File: config.mk
export PLATFORM = sky130hd
export DESIGN_NAME = fetch_control_unit
export DESIGN_NICKNAME = d
export VERILOG_FILES = /design/src/rtl/fetch_control_unit.sv
export SDC_FILE = /design/constraint.sdc
export NUM_CORES = 1
export LEC_CHECK = 0
export BUFFER_PORTS_ARGS = -buffer_cell sky130_fd_sc_hd__buf_2
export CAP_MARGIN = 20
export CORE_ASPECT_RATIO = 0.75
export CORE_MARGIN = 2
export CORE_UTILIZATION = 50
export CTS_CLUSTER_DIAMETER = 30
export CTS_CLUSTER_SIZE = 40
export DETAILED_ROUTE_END_ITERATION = 8
export GPL_TIMING_DRIVEN = 0
export PLACE_DENSITY = 0.81
export SLEW_MARGIN = 5
export SYNTH_ARGS = -nofsm -noshare
export SYNTH_HDL_FRONTEND = slang
export SYNTH_SLANG_ARGS = --single-unit
File: constraint.sdc
create_clock -name clk -period 5.25 [get_ports clk]
set_input_delay 0 -clock clk [delete_from_list [all_inputs] [get_ports clk]]
set_output_delay 0 -clock clk [all_outputs]
set_load 0.01 [all_outputs]
File: src/rtl/fetch_control_unit.sv
// Fetch-stage control: merges stall sources and exc/eret/branch redirects,
// deferring a redirect that arrives during a stall until the stall drops.
module fetch_control_unit #(
  parameter logic [31:0] EXC_VECTOR = 32'h0000_4180
) (
  input  logic        clk,
  input  logic        rst,
  input  logic        hazard_stall,
  input  logic        md_busy,
  input  logic        branch_taken,
  input  logic [31:0] branch_target,
  input  logic        exc_req,
  input  logic        eret_req,
  input  logic [31:0] epc,
  output logic        stall,
  output logic        flush,
  output logic        jump_enable,
  output logic [31:0] jump_address,
  output logic [1:0]  state,
  output logic [15:0] stall_cycles
);

  typedef enum logic [1:0] {
    RUN     = 2'd0,
    HOLD    = 2'd1,
    PENDING = 2'd2
  } state_t;

  state_t      state_q;
  logic [31:0] pend_addr;
  logic        pend_eret;
  logic [15:0] cnt_q;

  logic        redirect;
  logic [31:0] redirect_addr;

  // Handshake with fetch: stall=1 freezes PC and IF/ID; jump_enable=1 with
  // stall=0 loads jump_address at the next edge; flush=1 zeroes IF/ID.
  assign stall         = (hazard_stall | md_busy) & ~exc_req & ~rst;
  assign redirect      = eret_req | branch_taken;
  assign redirect_addr = eret_req ? epc : branch_target;
  assign state         = state_q;
  assign stall_cycles  = cnt_q;

  always_comb begin
    jump_enable  = 1'b0;
    jump_address = 32'h0;
    flush        = 1'b0;
    if (!rst) begin
      if (exc_req) begin
        jump_enable  = 1'b1;
        jump_address = EXC_VECTOR;
        flush        = 1'b1;
      end else if (state_q == PENDING) begin
        // Live eret/branch inputs are ignored on the release cycle.
        if (!stall) begin
          jump_enable  = 1'b1;
          jump_address = pend_addr;
          flush        = pend_eret;
        end
      end else if (!stall && redirect) begin
        jump_enable  = 1'b1;
        jump_address = redirect_addr;
        flush        = eret_req;
      end
    end
  end

  always_ff @(posedge clk) begin
    if (rst) begin
      state_q   <= RUN;
      pend_addr <= 32'h0;
      pend_eret <= 1'b0;
      cnt_q     <= 16'h0;
    end else begin
      if (stall && cnt_q != 16'hFFFF)
        cnt_q <= cnt_q + 16'd1;
      if (exc_req) begin
        state_q   <= RUN;
        pend_addr <= 32'h0;
        pend_eret <= 1'b0;
      end else begin
        case (state_q)
          RUN, HOLD: begin
            if (stall) begin
              if (redirect) begin
                state_q   <= PENDING;
                pend_addr <= redirect_addr;
                pend_eret <= eret_req;
              end else begin
                state_q <= HOLD;
              end
            end else begin
              state_q <= RUN;
            end
          end
          PENDING: begin
            if (stall) begin
              // eret wins over a held branch; a new branch never replaces the entry.
              if (eret_req) begin
                pend_addr <= epc;
                pend_eret <= 1'b1;
              end
            end else begin
              state_q   <= RUN;
              pend_addr <= 32'h0;
              pend_eret <= 1'b0;
            end
          end
          default: begin
            state_q   <= RUN;
            pend_addr <= 32'h0;
            pend_eret <= 1'b0;
          end
        endcase
      end
    end
  end

endmodule

* Word level (Yosys, flattened, before mapping)
Cells that the tools add are included.
** Storage, ports and cells
- Register bits :: 51
- Bits of input ports :: 71
- Output and inout port bits :: 53
- Word-level logic and storage cells :: 55
** Operators by class
- Add/sub/neg operators :: 1
- Equal/unequal tests :: 7
- Multiplexer cells :: 30
- Bitwise operators :: 6
- Reductions and logical operators :: 7
** Operator list (number)
- 32-bit two-way mux :: 10
- 32-bit case mux with 2 select lines :: 1
- 16-bit by 1-bit adder with 16-bit output (second input constant) :: 1
- 16-bit != test (second input constant) :: 1
- 1-bit two-way mux :: 14
- 2-bit two-way mux :: 3
- 2-bit != test (second input constant) :: 3
- 2-bit case mux with 2 select lines :: 1
- 2-bit OR reduction :: 2
- 3-bit != test (second input constant) :: 1
- 3-bit AND reduction :: 1
- 1-bit bitwise AND :: 2
- 2-bit by 1-bit == test with 1-bit output (second input constant) :: 1
- 2-bit == test (second input constant) :: 1
- 1-bit logical AND :: 2
- 2-bit zero test :: 1
- 1-bit inverter :: 2
- 1-bit OR :: 2
- 1-bit case mux with 2 select lines :: 1
- 1-bit zero test :: 1

* Longest topological paths before layout
- Depth after elaboration :: 9
- Mapped depth :: 7

* Worst setup path before layout
Ideal clock, no wire load.
- Path kind :: flip-flop to flip-flop
- From :: register cnt_q[0], in the netlist stall_cycles[0]
- To :: register cnt_q[13], in the netlist stall_cycles[13]
- Arrival :: 1.628 ns
- Slack :: 3.501 ns
- Cell stages (with the launch flop) :: 7
- Buffers on the path :: 1
- Cell sequence :: dfxtp_1 > ha_1 > nand4_1 > nor4_2 > buf_2 > nor4_1 > mux2_2
** On the way
- Cells in the longest elaborated chain, start to end :: 2
** Ends and longest elaborated chain
- from (decl) :: line 32 : logic [15:0] cnt_q;
- from (signal assigned) :: line 77 : cnt_q <= cnt_q + 16'd1;
- branches (longest 2 deep; another with 16-bit by 1-bit adder with 16-bit output)
Parallel ways; which one is timed is not known.
A chain may end at the register's enable or synchronous reset.

* Worst setup path after layout
- From :: register state_q[0], in the netlist state[0]
- To :: output port jump_address[11]
** On the way
- Cells in the longest elaborated chain, start to end :: 4
** Ends and longest elaborated chain
- from (decl) :: line 29 : state_t state_q;
- from (signal assigned) :: line 71 : state_q <= RUN;
- from (signal assigned) :: line 79 : state_q <= RUN;
- from (signal assigned) :: line 87 : state_q <= PENDING;
- 2-bit == test :: line 54 : end else if (state_q == PENDING) begin
- 32-bit two-way mux :: line 54
- 32-bit two-way mux :: line 50 : if (exc_req) begin
- 32-bit two-way mux :: line 49 : if (!rst) begin
- to (decl) :: line 18 : output logic [31:0] jump_address,
No other way between the ends.

==> results.sh <==
export IMPL_area_of_the_mapped_netlist_um2=3420
export IMPL_synth_warning_count=0
export IMPL_timing_final_crit_share=0.472
export IMPL_grt_use_total=0.274
export IMPL_synth_top_cells_by_count="nor2_1 (65), a21oi_1 (52), dfxtp_1 (51)"
export IMPL_violations="hold timing"
export IMPL_grt_antenna_before_repair=0
export IMPL_critPathLaunchType="register"
export IMPL_max_cap_viol_count=0
export IMPL_num_io_pins=124
export IMPL_final_antenna_net_count=0
export IMPL_die_area_um2=7520
export IMPL_hold_worst_slack_ns=-0.00565
export IMPL_synth_async_sr_flop_share=0
export IMPL_tightest_slew_ns=0.711
export IMPL_die_w_um=99.5
export IMPL_vias_per_cell=6.07
export IMPL_crit_path_max_fanout=10
export IMPL_grtUsageMet1=0.374
export IMPL_drc_errors=0
export IMPL_postLayoutSetupSlackWorst_ns=2.77
export IMPL_drt_first_pass_iters=4
export IMPL_instance_count_of_the_mapped_netlist=396
export IMPL_antenna_diode_count=0
export IMPL_clk_insertion_delay_late_ns=0.31
export IMPL_status="finished, violations left"
export IMPL_fin_tns_setup_ns=0
export IMPL_power_ir_vdd_worst_uv=116
export IMPL_groute_layer_met3_usage=0.0523
export IMPL_floorplan_die_height_um=75.6
export IMPL_number_of_buffers_added_to_fix_hold_violations_after_cts=12
export IMPL_via_count=3778
export IMPL_grt_max_degree=15
export IMPL_dpl_hpwl_um=7680
export IMPL_leakage_nw=1.94
export IMPL_grt_use_met2=0.449
export IMPL_num_rows=26
export IMPL_synth_edf_count=0
export IMPL_final_nets=609
export IMPL_globalRoute_totalOverflow=0
export IMPL_setup_worst_path_end_class="primary output"
export IMPL_proportion_of_layout_cells_with_a_drive_suffix_above_1=0.357
export IMPL_synthMostInstantiatedCell="nor2_1"
export IMPL_r2r_end="stall_cycles[1]"
export IMPL_hold_path_endpoint="pend_addr[22]"
export IMPL_clock_root_buffer="clkbuf_8"
export IMPL_synthDistinctLibCells=43
export IMPL_postCtsSetupRepairBufs=0
export IMPL_wirelength_um=10500
export IMPL_hold_path_startpoint="epc[22]"
export IMPL_synthDominantCellAreaShare=0.299
export IMPL_timing_final_crit_period_ns=2.48
export IMPL_synth_net_count=468
export IMPL_place_worst_setup_slack_ns=3.11
export IMPL_setup_reg_to_reg_worst_slack_ns=3.01
export IMPL_area_growth_pct=27.4
export IMPL_share_of_synthesized_area_occupied_by_flip_flops_and_latches=0.299
export IMPL_power_density_cell_area_nw_per_um2=200
export IMPL_worst_clock_skew_ns=0.0107
export IMPL_grt_pass1_vias=3524
export IMPL_rsz0062_at_grt="no"
export IMPL_core_area_um2=6700
export IMPL_class_of_the_most_critical_hold_timing_path="input port to register"
export IMPL_port_buffer_count=122
export IMPL_synthesis_area_per_instance_um2=8.63
export IMPL_postCtsResizedCells=0
export IMPL_cts_made_buffers=5
export IMPL_initial_utilization=0.510
export IMPL_top_usage_layer="met2"
export IMPL_critPathRequiredTime_ns=5.25
export IMPL_worst_setup_path_type="register to primary output"
export IMPL_clock_sink_count=51
export IMPL_worstRegToRegCells=7
export IMPL_n_fill_cell=572
export IMPL_netlist_top_cell_by_area="dfxtp_1"
export IMPL_clkSlewWorstSetupHoldPaths_ns=0.09
export IMPL_worstReg2RegStart="stall_cycles[0]"
export IMPL_worstHoldPathCells=3
export IMPL_power_after_layout_mw=0.868
export IMPL_hold_viol_final=1
export IMPL_cts_root_to_sink_buffers=2
export IMPL_first_iter_violations=213
export IMPL_number_of_setup_violations_in_the_final_report=0
export IMPL_slew_headroom=0.526
export IMPL_cts_tree="built"
export IMPL_fin_util=0.650
export IMPL_grt_pass1_wl_um=16600
export IMPL_wl_per_cell_um=16.8
export IMPL_synth_seq_cells=51
export IMPL_synthFlopType="dfxtp_1"
export IMPL_yosys_top_cells_area="dfxtp_1 (30%), o2bb2ai_2 (13%), mux2i_1 (8.5%)"
export IMPL_cp_data_arrival_time_ns=2.48
export IMPL_max_slew_vio_count=0
export IMPL_timing_fmax_mhz=403
export IMPL_clock_tree_htree_level_count=2
export IMPL_gp_routability_congestion=0.867
flip-flops by register name (all words and copies together), names as in the netlist:
name and cells:
stall_cycles 16, pend_eret 1, state 2, pend_addr 32
stage by stage:
stage	cell area, µm²	instances	hold WS (ns)
floorplan	3420	396	0.0771
global placement	4130	602	0.273
detailed placement	4130	602	0.284
CTS	4350	622	0.000794
global route	4350	622	0.00505
finish	4350	622	-0.00565
routing by layer:
metal | vias to the layer above | part of all wire
met1 | 1774 | 0.44
li1 | 1769 | -
met2 | 208 | 0.45
met4 | 0 | 0.018
met5 | - | 0
met3 | 27 | 0.089
power by group:
group / total, mW / internal [mW] / switching [mW]
clock network: 0.254 / 0.121 / 0.134
logic: 0.212 / 0.0860 / 0.126
registers: 0.402 / 0.395 / 0.00703
total: 0.868 / 0.602 / 0.266
layout by cell type (no fill, tap or decap), types with 2 or more instances in the layout:
master           n
o21ai_0          3
a211oi_2        10
o31ai_1          7
nand4_1          7
nor2_1          65
buf_6            5
buf_2          132
a211oi_1        19
clkbuf_8         7
o211ai_1         3
nand2_1          8
or3_1            4
inv_1            7
and3_1           4
nor4_1           3
a21oi_1         52
dlygate4sd3_1   12
dfxtp_1         51
o21a_1           4
clkbuf_1        22
mux2_2           2
nor3_1           2
nand3_1         10
mux2i_1         29
o311ai_0         3
o2bb2ai_2       30
o41ai_1          4
nand2b_1         4
o2bb2ai_1        2
nand3b_1         4
or4_1            6
and2_1           2
or2_1            3
cell type report:
cell class	count	area, µm²	share of cell area
timing repair buffer	134	731	0.168
buffer	37	193	0.0443
sequential	51	1020	0.235
multi-input combinational	301	2180	0.500
inverter	7	26.3	0.00604
tap	84	105	0.0241
clock buffer	8	100	0.0230
cell families (layout without fill, tap and decap cells):
kind of cell	after synthesis	after routing	share of synthesized area
compound gates	142	142	0.360
simple gates	127	127	0.182
flops	51	51	0.299
buf+inv	44	186	0.0641
mux	31	31	0.0915
fa+ha+maj	1	1	0.00366
how the worst max path moves through the flow:
stage / start / end / slack (ns) / cells after the start
global route: state[0] / jump_address[12] / 2.50 / 7
detailed placement: stall_cycles[0] / stall_cycles[1] / 3.11 / 7
CTS: state[0] / jump_address[23] / 2.80 / 7
floorplan: stall_cycles[0] / stall_cycles[13] / 3.50 / 6
global placement: state[0] / jump_address[23] / 3.23 / 7
finish: state[0] / jump_address[11] / 2.77 / 7
worst max-delay path: stages (launching register included):
cell and delay [ns]:
dfxtp_1 0.37, nand2b_1 0.12, clkbuf_1 0.26, clkbuf_1 0.43, clkbuf_1 0.45, nor2_1 0.09
a211oi_1 0.28, buf_2 0.19
Power figures use the tool's default switching activity.
